## src/rtl/cpu_pic_pkg.sv

```systemverilog
`default_nettype none
// ============================================================================
//  Module      : cpu_pic_pkg
//  Description : Shared types and constants for the XT 8259A-compatible PIC:
//                init-state encoding, ICW1/OCW bit positions, OCW2 EOI
//                command codes and the spurious interrupt level.
//  Revision    : 1.0 - initial release
// ============================================================================
package cpu_pic_pkg;

    // Initialisation sequence position; READY is the only operational state.
    typedef enum logic [1:0] {
        INIT_READY = 2'd0,
        INIT_ICW2  = 2'd1,
        INIT_ICW3  = 2'd2,
        INIT_ICW4  = 2'd3
    } init_state_e;

    // Data-bus bit positions for command decode.
    localparam int unsigned c_BIT_ICW1 = 4;  // A0=0, D4=1 selects ICW1
    localparam int unsigned c_BIT_OCW3 = 3;  // A0=0, D4=0, D3=1 selects OCW3
    localparam int unsigned c_BIT_RR   = 1;  // OCW3 read-register enable
    localparam int unsigned c_BIT_RIS  = 0;  // OCW3 1=ISR, 0=IRR
    localparam int unsigned c_BIT_SNGL = 1;  // ICW1 single-PIC flag
    localparam int unsigned c_BIT_IC4  = 0;  // ICW1 ICW4-needed flag

    // OCW2 command field D[7:5].
    localparam logic [2:0] c_EOI_NS = 3'b001;
    localparam logic [2:0] c_EOI_SP = 3'b011;

    // Level reported when an acknowledge finds nothing to serve.
    localparam logic [2:0] c_SPURIOUS_LEVEL = 3'd7;

endpackage
`default_nettype wire

```

## src/rtl/cpu_pic_if.sv

```systemverilog
`default_nettype none
// ============================================================================
//  Module      : cpu_pic_if
//  Description : CPU-side bus of the PIC: decoded I/O strobes, address bit 0,
//                write data, interrupt acknowledge, IRQ lines, and the
//                registered read/vector data and INTR outputs.
//                master : bus-cycle decoder / IRQ sources side
//                slave  : PIC side
//  Revision    : 1.0 - initial release
// ============================================================================
interface cpu_pic_if;
    logic       iSel;     // chip select, qualifies iRd/iWr
    logic       iA0;      // address bit 0
    logic       iRd;      // one-cycle read strobe
    logic       iWr;      // one-cycle write strobe
    logic       iIntAck;  // one-cycle acknowledge strobe, not qualified by iSel
    logic [7:0] iData;    // write data
    logic [7:0] oData;    // read / vector data
    logic [7:0] iIrq;     // interrupt request lines
    logic       oIntr;    // interrupt request to CPU

    modport master (
        output iSel, iA0, iRd, iWr, iIntAck, iData, iIrq,
        input  oData, oIntr
    );

    modport slave (
        input  iSel, iA0, iRd, iWr, iIntAck, iData, iIrq,
        output oData, oIntr
    );
endinterface
`default_nettype wire

```

## src/rtl/cpu_pic_prio.sv

```systemverilog
`default_nettype none
// ============================================================================
//  Module      : cpu_pic_prio
//  Description : 8-bit fixed-priority encoder, lowest set index wins.
//  Ports       : req_i   - request vector
//                valid_o - any request set
//                idx_o   - index of lowest set request (0 when none)
//  Revision    : 1.0 - initial release
// ============================================================================
module cpu_pic_prio (
    input  logic [7:0] req_i,
    output logic       valid_o,
    output logic [2:0] idx_o
);

    always_comb begin
        valid_o = 1'b0;
        idx_o   = 3'd0;
        // Scan downwards so the lowest set index is the last one written.
        for (int i = 7; i >= 0; i--) begin
            if (req_i[i]) begin
                valid_o = 1'b1;
                idx_o   = 3'(i);
            end
        end
    end

endmodule
`default_nettype wire

```

## src/rtl/cpu_pic.sv

```systemverilog
`default_nettype none
// ============================================================================
//  Module      : cpu_pic
//  Description : XT-only 8259A-compatible interrupt controller. Single PIC,
//                edge-triggered, fixed priority (IR0 highest), no cascade,
//                rotation, auto-EOI or poll mode.
//  Ports       : iClk, iRst   - clock, synchronous active-high reset
//                bus (slave)  - strobes, A0, data, IRQ lines, oData, oIntr
//  Parameters  : VECTOR_BASE  - vector base used until ICW2 is written
//  Revision    : 1.0 - initial release
// ============================================================================
module cpu_pic
    import cpu_pic_pkg::*;
#(
    parameter logic [7:0] VECTOR_BASE = 8'h08
) (
    input  logic        iClk,
    input  logic        iRst,
    cpu_pic_if.slave    bus
);

    // ------------------------------------------------------------------
    // State
    // ------------------------------------------------------------------
    logic [7:0]  irr_q,      irr_d;
    logic [7:0]  isr_q,      isr_d;
    logic [7:0]  imr_q,      imr_d;
    logic [4:0]  base_q,     base_d;
    logic [7:0]  irq_prev_q;
    logic        read_isr_q, read_isr_d;
    init_state_e init_q,     init_d;
    logic        sngl_q,     sngl_d;
    logic        ic4_q,      ic4_d;
    logic        ack_phase_q, ack_phase_d;
    logic [2:0]  vec_q,      vec_d;
    logic [7:0]  data_q,     data_d;
    logic        intr_q,     intr_d;

    // ------------------------------------------------------------------
    // Priority resolution
    // ------------------------------------------------------------------
    logic [7:0] w_pend;
    logic       w_hp_valid, w_hs_valid, w_qualify;
    logic [2:0] w_hp, w_hs;

    assign w_pend = irr_q & ~imr_q;

    cpu_pic_prio u_prio_pend (.req_i(w_pend), .valid_o(w_hp_valid), .idx_o(w_hp));
    cpu_pic_prio u_prio_isr  (.req_i(isr_q),  .valid_o(w_hs_valid), .idx_o(w_hs));

    // A pending request is only served if it outranks everything in service.
    assign w_qualify = w_hp_valid && (!w_hs_valid || (w_hp < w_hs));

    logic       w_rd, w_wr;
    logic [7:0] w_edge;

    assign w_rd   = bus.iSel & bus.iRd;
    assign w_wr   = bus.iSel & bus.iWr;
    assign w_edge = bus.iIrq & ~irq_prev_q;

    // ------------------------------------------------------------------
    // Next-state logic
    // ------------------------------------------------------------------
    always_comb begin
        irr_d       = irr_q;
        isr_d       = isr_q;
        imr_d       = imr_q;
        base_d      = base_q;
        read_isr_d  = read_isr_q;
        init_d      = init_q;
        sngl_d      = sngl_q;
        ic4_d       = ic4_q;
        ack_phase_d = ack_phase_q;
        vec_d       = vec_q;
        data_d      = data_q;
        intr_d      = (init_q == INIT_READY) && w_qualify;

        if (w_rd) begin
            if (bus.iA0)        data_d = imr_q;
            else if (read_isr_q) data_d = isr_q;
            else                data_d = irr_q;
        end

        // Acknowledge is evaluated before writes so that an ICW1 in the
        // same cycle overrides the phase toggle and the ISR update.
        if (bus.iIntAck) begin
            if (!ack_phase_q) begin
                if (w_qualify) begin
                    vec_d        = w_hp;
                    isr_d[w_hp]  = 1'b1;
                    irr_d[w_hp]  = 1'b0;
                end else begin
                    vec_d = c_SPURIOUS_LEVEL;
                end
                data_d      = 8'hFF;
                ack_phase_d = 1'b1;
            end else begin
                data_d      = {base_q, vec_q};
                ack_phase_d = 1'b0;
            end
        end

        if (w_wr) begin
            if (!bus.iA0 && bus.iData[c_BIT_ICW1]) begin
                imr_d       = 8'h00;
                isr_d       = 8'h00;
                irr_d       = 8'h00;
                ack_phase_d = 1'b0;
                sngl_d      = bus.iData[c_BIT_SNGL];
                ic4_d       = bus.iData[c_BIT_IC4];
                read_isr_d  = 1'b0;
                init_d      = INIT_ICW2;
            end else begin
                case (init_q)
                    INIT_ICW2: begin
                        if (bus.iA0) begin
                            base_d = bus.iData[7:3];
                            if (!sngl_q)    init_d = INIT_ICW3;
                            else if (ic4_q) init_d = INIT_ICW4;
                            else            init_d = INIT_READY;
                        end
                    end
                    INIT_ICW3: begin
                        if (bus.iA0) init_d = ic4_q ? INIT_ICW4 : INIT_READY;
                    end
                    INIT_ICW4: begin
                        if (bus.iA0) init_d = INIT_READY;
                    end
                    default: begin
                        if (bus.iA0) begin
                            imr_d = bus.iData;
                        end else if (!bus.iData[c_BIT_OCW3]) begin
                            if (bus.iData[7:5] == c_EOI_NS) begin
                                if (w_hs_valid) isr_d[w_hs] = 1'b0;
                            end else if (bus.iData[7:5] == c_EOI_SP) begin
                                isr_d[bus.iData[2:0]] = 1'b0;
                            end
                        end else if (bus.iData[c_BIT_RR]) begin
                            read_isr_d = bus.iData[c_BIT_RIS];
                        end
                    end
                endcase
            end
        end

        // A new edge always lands, even over a same-cycle clear.
        irr_d = irr_d | w_edge;
    end

    // ------------------------------------------------------------------
    // State register
    // ------------------------------------------------------------------
    always_ff @(posedge iClk) begin
        if (iRst) begin
            irr_q       <= 8'h00;
            isr_q       <= 8'h00;
            imr_q       <= 8'hFF;
            base_q      <= VECTOR_BASE[7:3];
            irq_prev_q  <= 8'hFF;  // lines already high at reset do not fire
            read_isr_q  <= 1'b0;
            init_q      <= INIT_READY;
            sngl_q      <= 1'b0;
            ic4_q       <= 1'b0;
            ack_phase_q <= 1'b0;
            vec_q       <= 3'd0;
            data_q      <= 8'h00;
            intr_q      <= 1'b0;
        end else begin
            irr_q       <= irr_d;
            isr_q       <= isr_d;
            imr_q       <= imr_d;
            base_q      <= base_d;
            irq_prev_q  <= bus.iIrq;
            read_isr_q  <= read_isr_d;
            init_q      <= init_d;
            sngl_q      <= sngl_d;
            ic4_q       <= ic4_d;
            ack_phase_q <= ack_phase_d;
            vec_q       <= vec_d;
            data_q      <= data_d;
            intr_q      <= intr_d;
        end
    end

    assign bus.oData = data_q;
    assign bus.oIntr = intr_q;

endmodule
`default_nettype wire

```

## src/flat_wrapper.sv

```systemverilog
// flat-port wrapper written by rule: the top's interface ports become plain ports
module cpu_pic_flat import cpu_pic_pkg::*;
#(
    parameter logic [7:0] VECTOR_BASE = 8'h08
)
  (iClk, iRst, bus_iSel, bus_iA0, bus_iRd, bus_iWr, bus_iIntAck, bus_iData, bus_iIrq, bus_oData, bus_oIntr);
  cpu_pic_if bus_i ();
  input  logic iClk;
  input  logic iRst;
  input wire logic [$bits(bus_i.iSel)-1:0] bus_iSel;
  input wire logic [$bits(bus_i.iA0)-1:0] bus_iA0;
  input wire logic [$bits(bus_i.iRd)-1:0] bus_iRd;
  input wire logic [$bits(bus_i.iWr)-1:0] bus_iWr;
  input wire logic [$bits(bus_i.iIntAck)-1:0] bus_iIntAck;
  input wire logic [$bits(bus_i.iData)-1:0] bus_iData;
  input wire logic [$bits(bus_i.iIrq)-1:0] bus_iIrq;
  output wire logic [$bits(bus_i.oData)-1:0] bus_oData;
  output wire logic [$bits(bus_i.oIntr)-1:0] bus_oIntr;
  assign bus_i.iSel = bus_iSel;
  assign bus_i.iA0 = bus_iA0;
  assign bus_i.iRd = bus_iRd;
  assign bus_i.iWr = bus_iWr;
  assign bus_i.iIntAck = bus_iIntAck;
  assign bus_i.iData = bus_iData;
  assign bus_i.iIrq = bus_iIrq;
  assign bus_oData = bus_i.oData;
  assign bus_oIntr = bus_i.oIntr;
  cpu_pic #(.VECTOR_BASE(VECTOR_BASE)) u_core (.iClk(iClk), .iRst(iRst), .bus(bus_i));
endmodule
```

## config.mk

```make
export PLATFORM = sky130hd
export DESIGN_NAME = cpu_pic_flat
export DESIGN_NICKNAME = d
export VERILOG_FILES = /design/src/rtl/cpu_pic_pkg.sv /design/src/rtl/cpu_pic_if.sv /design/src/rtl/cpu_pic_prio.sv /design/src/rtl/cpu_pic.sv /design/src/flat_wrapper.sv
export SDC_FILE = /design/constraint.sdc
export NUM_CORES = 1
export LEC_CHECK = 0
export CAP_MARGIN = 5
export CORE_MARGIN = 8
export CORE_UTILIZATION = 46
export DETAILED_ROUTE_END_ITERATION = 12
export GPL_ROUTABILITY_DRIVEN = 0
export GPL_TIMING_DRIVEN = 0
export PLACE_DENSITY_LB_ADDON = 0.3
export SLEW_MARGIN = 10
export SYNTH_ARGS = -nofsm -noshare
export SYNTH_HDL_FRONTEND = slang
export SYNTH_SLANG_ARGS = --single-unit
```

## constraint.sdc

```tcl
create_clock -name iClk -period 2.4 [get_ports iClk]
set_input_delay 0.48 -clock iClk [delete_from_list [all_inputs] [get_ports iClk]]
set_output_delay 0.48 -clock iClk [all_outputs]
set_load 0.1 [all_outputs]
```

==> metrics.yaml <==
clocking:
  ctsHtreeMaxLevel: 2
  clockRootBuffer: "clkbuf_8"
  clk_pin_slew_ps: 100
  cts.sinks: 55
  cts_tree: "built"
  postCtsHoldBufs: 0
  cts_buffer_depth: 2
  cts_made_buffers: 5
  postCtsSetupRepairBufs: 0
  clk-insertion-delay-late_ps: 310
setup_path:
  crit_chain: "or2b_2, nand2b_4, a21oi_1, nor2_1, ha_1, o21a_1, o22a_4, nor3_1, o32ai_1"
  critical_path_class: "reg -> reg"
  critical_path_required_ps: 2580
  critPathArrivalTime_ps: 2600
  cpMaxStageDelayCell: "dfxtp_1"
  critPathLaunchType: "flip-flop"
  cp_max_fo: 9
  path_buf_inv: 0
  slowest_delay_ps: 400
  cp_top_family: "simple AND/OR/NAND/NOR gates"
  end_kind: "flip-flop"
synth:
  synth_common_cells: "55 x dfxtp_1, 40 x nor2_1, 34 x nand2_1, 17 x a21oi_1, 16 x o21ai_0"
  synth_cells: 336
  synth_edf_count: 0
  synthesis.nets: 367
  synth_flop_cell: "dfxtp_1"
  ys_ff_latch: 55
  yosys_warnings: 0
  syn_area_per_cell_sq_um: 8.50
  synth.distinct_cells: 57
  yosys.area.top_type: "dfxtp_1"
  yosysTopAreaCellShare_pct: 38.6
  synthTopCellsByArea: "dfxtp_1 39%, nor2_1 5.3%, nand2_1 4.5%, mux2i_1 4.2%, ha_1 3.5%"
  netlist_area_sq_mm: 0.00286
  ys_seq_area_share_pct: 38.6
  yosysMostFrequentCell: "dfxtp_1"
  async_flop_share_pct: 0
sta:
  setup_ws_ps: -12.9
  whs_ps: 437
  worst_pin_slew_ps: 970
  clock_skew_ps: 8.78
  finalCritPeriodShare_pct: 101
  setup_violations: 1
  rsz0062_at_grt: "yes"
  slew_viol_final: 0
  period_minus_slack_ps: 2410
  hold_violations: 0
  fmax_mhz: 414
  slew_headroom_pct: 35.1
place:
  dp_slack_ps: -258
  hpwl_um: 6120
  port_buffers: 31
  dpl_cell_area_sq_mm: 0.00326
  placed_cells: 442
final_layout:
  fin_util_pct: 59.2
  final_cells: 450
  final_nets: 405
  diodes: 0
  synthToLayoutAreaGrowth_pct: 23.4
  drive_above_1_share_pct: 16.3
  fin_area_sq_mm: 0.00352
power_and_ir_drop:
  leakage_nw: 1.29
  ir_drop_uv: 294
  power.density_mw_per_mm2: 607
global_routing:
  antenna_found_initial: 0
  grt_max_degree: 18
  gr-usage-all-layers_pct: 18.4
  grt-ovfl-total: 0
  grt_pass1_vias: 2517
  grt_pass1_wl_um: 13000
job:
  drv_cap: 0
routing:
  drtPass1Iterations: 5
  wirelength_um: 8260
  vias_per_cell: 6.06
  drt_iter0_drc: 299
  postRouteAntennaNets: 0
  wl_per_cell_um: 18.4
  drc: 0
  num_vias: 2728
floorplanning:
  core_area_sq_mm: 0.00596
  die_w_um: 94.8
  num_rows: 28
  io_pins: 32
  start_util_pct: 47.9
  die_h_um: 94.8
  die_area_sq_mm: 0.00898
run_status:
  violations: "negative setup slack"
  status: "finished with violations"
worst_hold_path:
  hp-class: "reg -> reg"
-- registers in the layout (all words and copies together), names as in the netlist, 2 cells and up --
name / flops
u_core.bus.oData: 8
u_core.imr_q: 8
u_core.irq_prev_q: 8
u_core.irr_q: 8
u_core.isr_q: 8
u_core.base_q: 5
u_core.vec_q: 3
u_core.init_q: 2
-- cell usage in the layout (no fill, tap or decap), types with 6 or more instances in the layout --
cell             Yosys  routed
a21oi_1             17      16
a221o_1              8       8
a31oi_1              6       6
clkbuf_1            11      11
clkdlybuf4s50_1      0      31
dfxtp_1             55      50
ha_1                 8       8
inv_1               12      12
mux2i_1             12      12
nand2_1             34      33
nand2b_1            12       9
nand3_1              8       8
nor2_1              40      36
o21ai_0             16      15
or2_2                9       9
-- timing repair --
item	4_1_cts	5_1_grt
pin swaps	1	5
hold endpoints to repair	0	0
endpoints found under the setup margin	17	19
gates resized for setup	13	19
-- final cells by class --
type                    instances  area, sq um
repair buffers                 31          310
well taps                      75         93.8
inverters                      12         45.0
fillers                       543         2430
flip-flops and latches         55         1110
multi-input cells             256         1780
plain buffers                  13         50.0
clock buffers                   5         68.8
clock inverters                 3         67.6
-- kinds of logic after synthesis --
family / share of synthesized area (%)
and+or+nand+nor: 26.4
AOI/OAI and AO/OA: 23.6
DFF: 38.6
buffers and inverters: 3.33
muxes: 4.60
adders and majority gates: 3.51
-- metrics by stage --
step | power [W] | setup TNS (ps)
CTS | 0.00213 | 0
detailed placement | 0.00140 | -1710
global route | 0.00221 | -285
global placement | 0.00140 | -1400
floorplan | 0.00127 | 0
finish | 0.00214 | -12.9
-- worst paths after layout --
| check | endpoint | cells after the start | startpoint | slack [ps] |
|---|---|---|---|---|
| hold / removal | u_core.irr_q[3]$_SDFF_PP0_ | 1 | u_core.irq_prev_q[3]$_SDFF_PP1_ | 440 |
| setup / recovery | u_core.irr_q[7]$_SDFF_PP0_ | 9 | u_core.irr_q[6]$_SDFF_PP0_ | -10 |
| hold reg to reg | u_core.irr_q[3]$_SDFF_PP0_ | 1 | u_core.irq_prev_q[3]$_SDFF_PP1_ | 440 |
| setup reg to reg | u_core.irr_q[7]$_SDFF_PP0_ | 9 | u_core.irr_q[6]$_SDFF_PP0_ | -10 |
-- power by group --
| group | leakage, nW | internal, W | switching (W) | total [W] |
|---|---|---|---|---|
| Combinational | 0.776 | 0.000147 | 0.000256 | 0.000403 |
| Clock | 0.0644 | 0.000416 | 0.000318 | 0.000734 |
| Sequential | 0.452 | 0.000963 | 0.0000372 | 0.00100 |
-- per-layer routing --
| layer | global-route usage, % | vias up | wire, um |
|---|---|---|---|
| met5 | 0 | - | 0 |
| met4 | 5.72 | 0 | 165 |
| met1 | 23.1 | 1310 | 3530 |
| met3 | 3.41 | 11 | 627 |
| met2 | 30.9 | 100 | 3930 |
| li1 | - | 1307 | - |
Power figures use the tool's default switching activity.
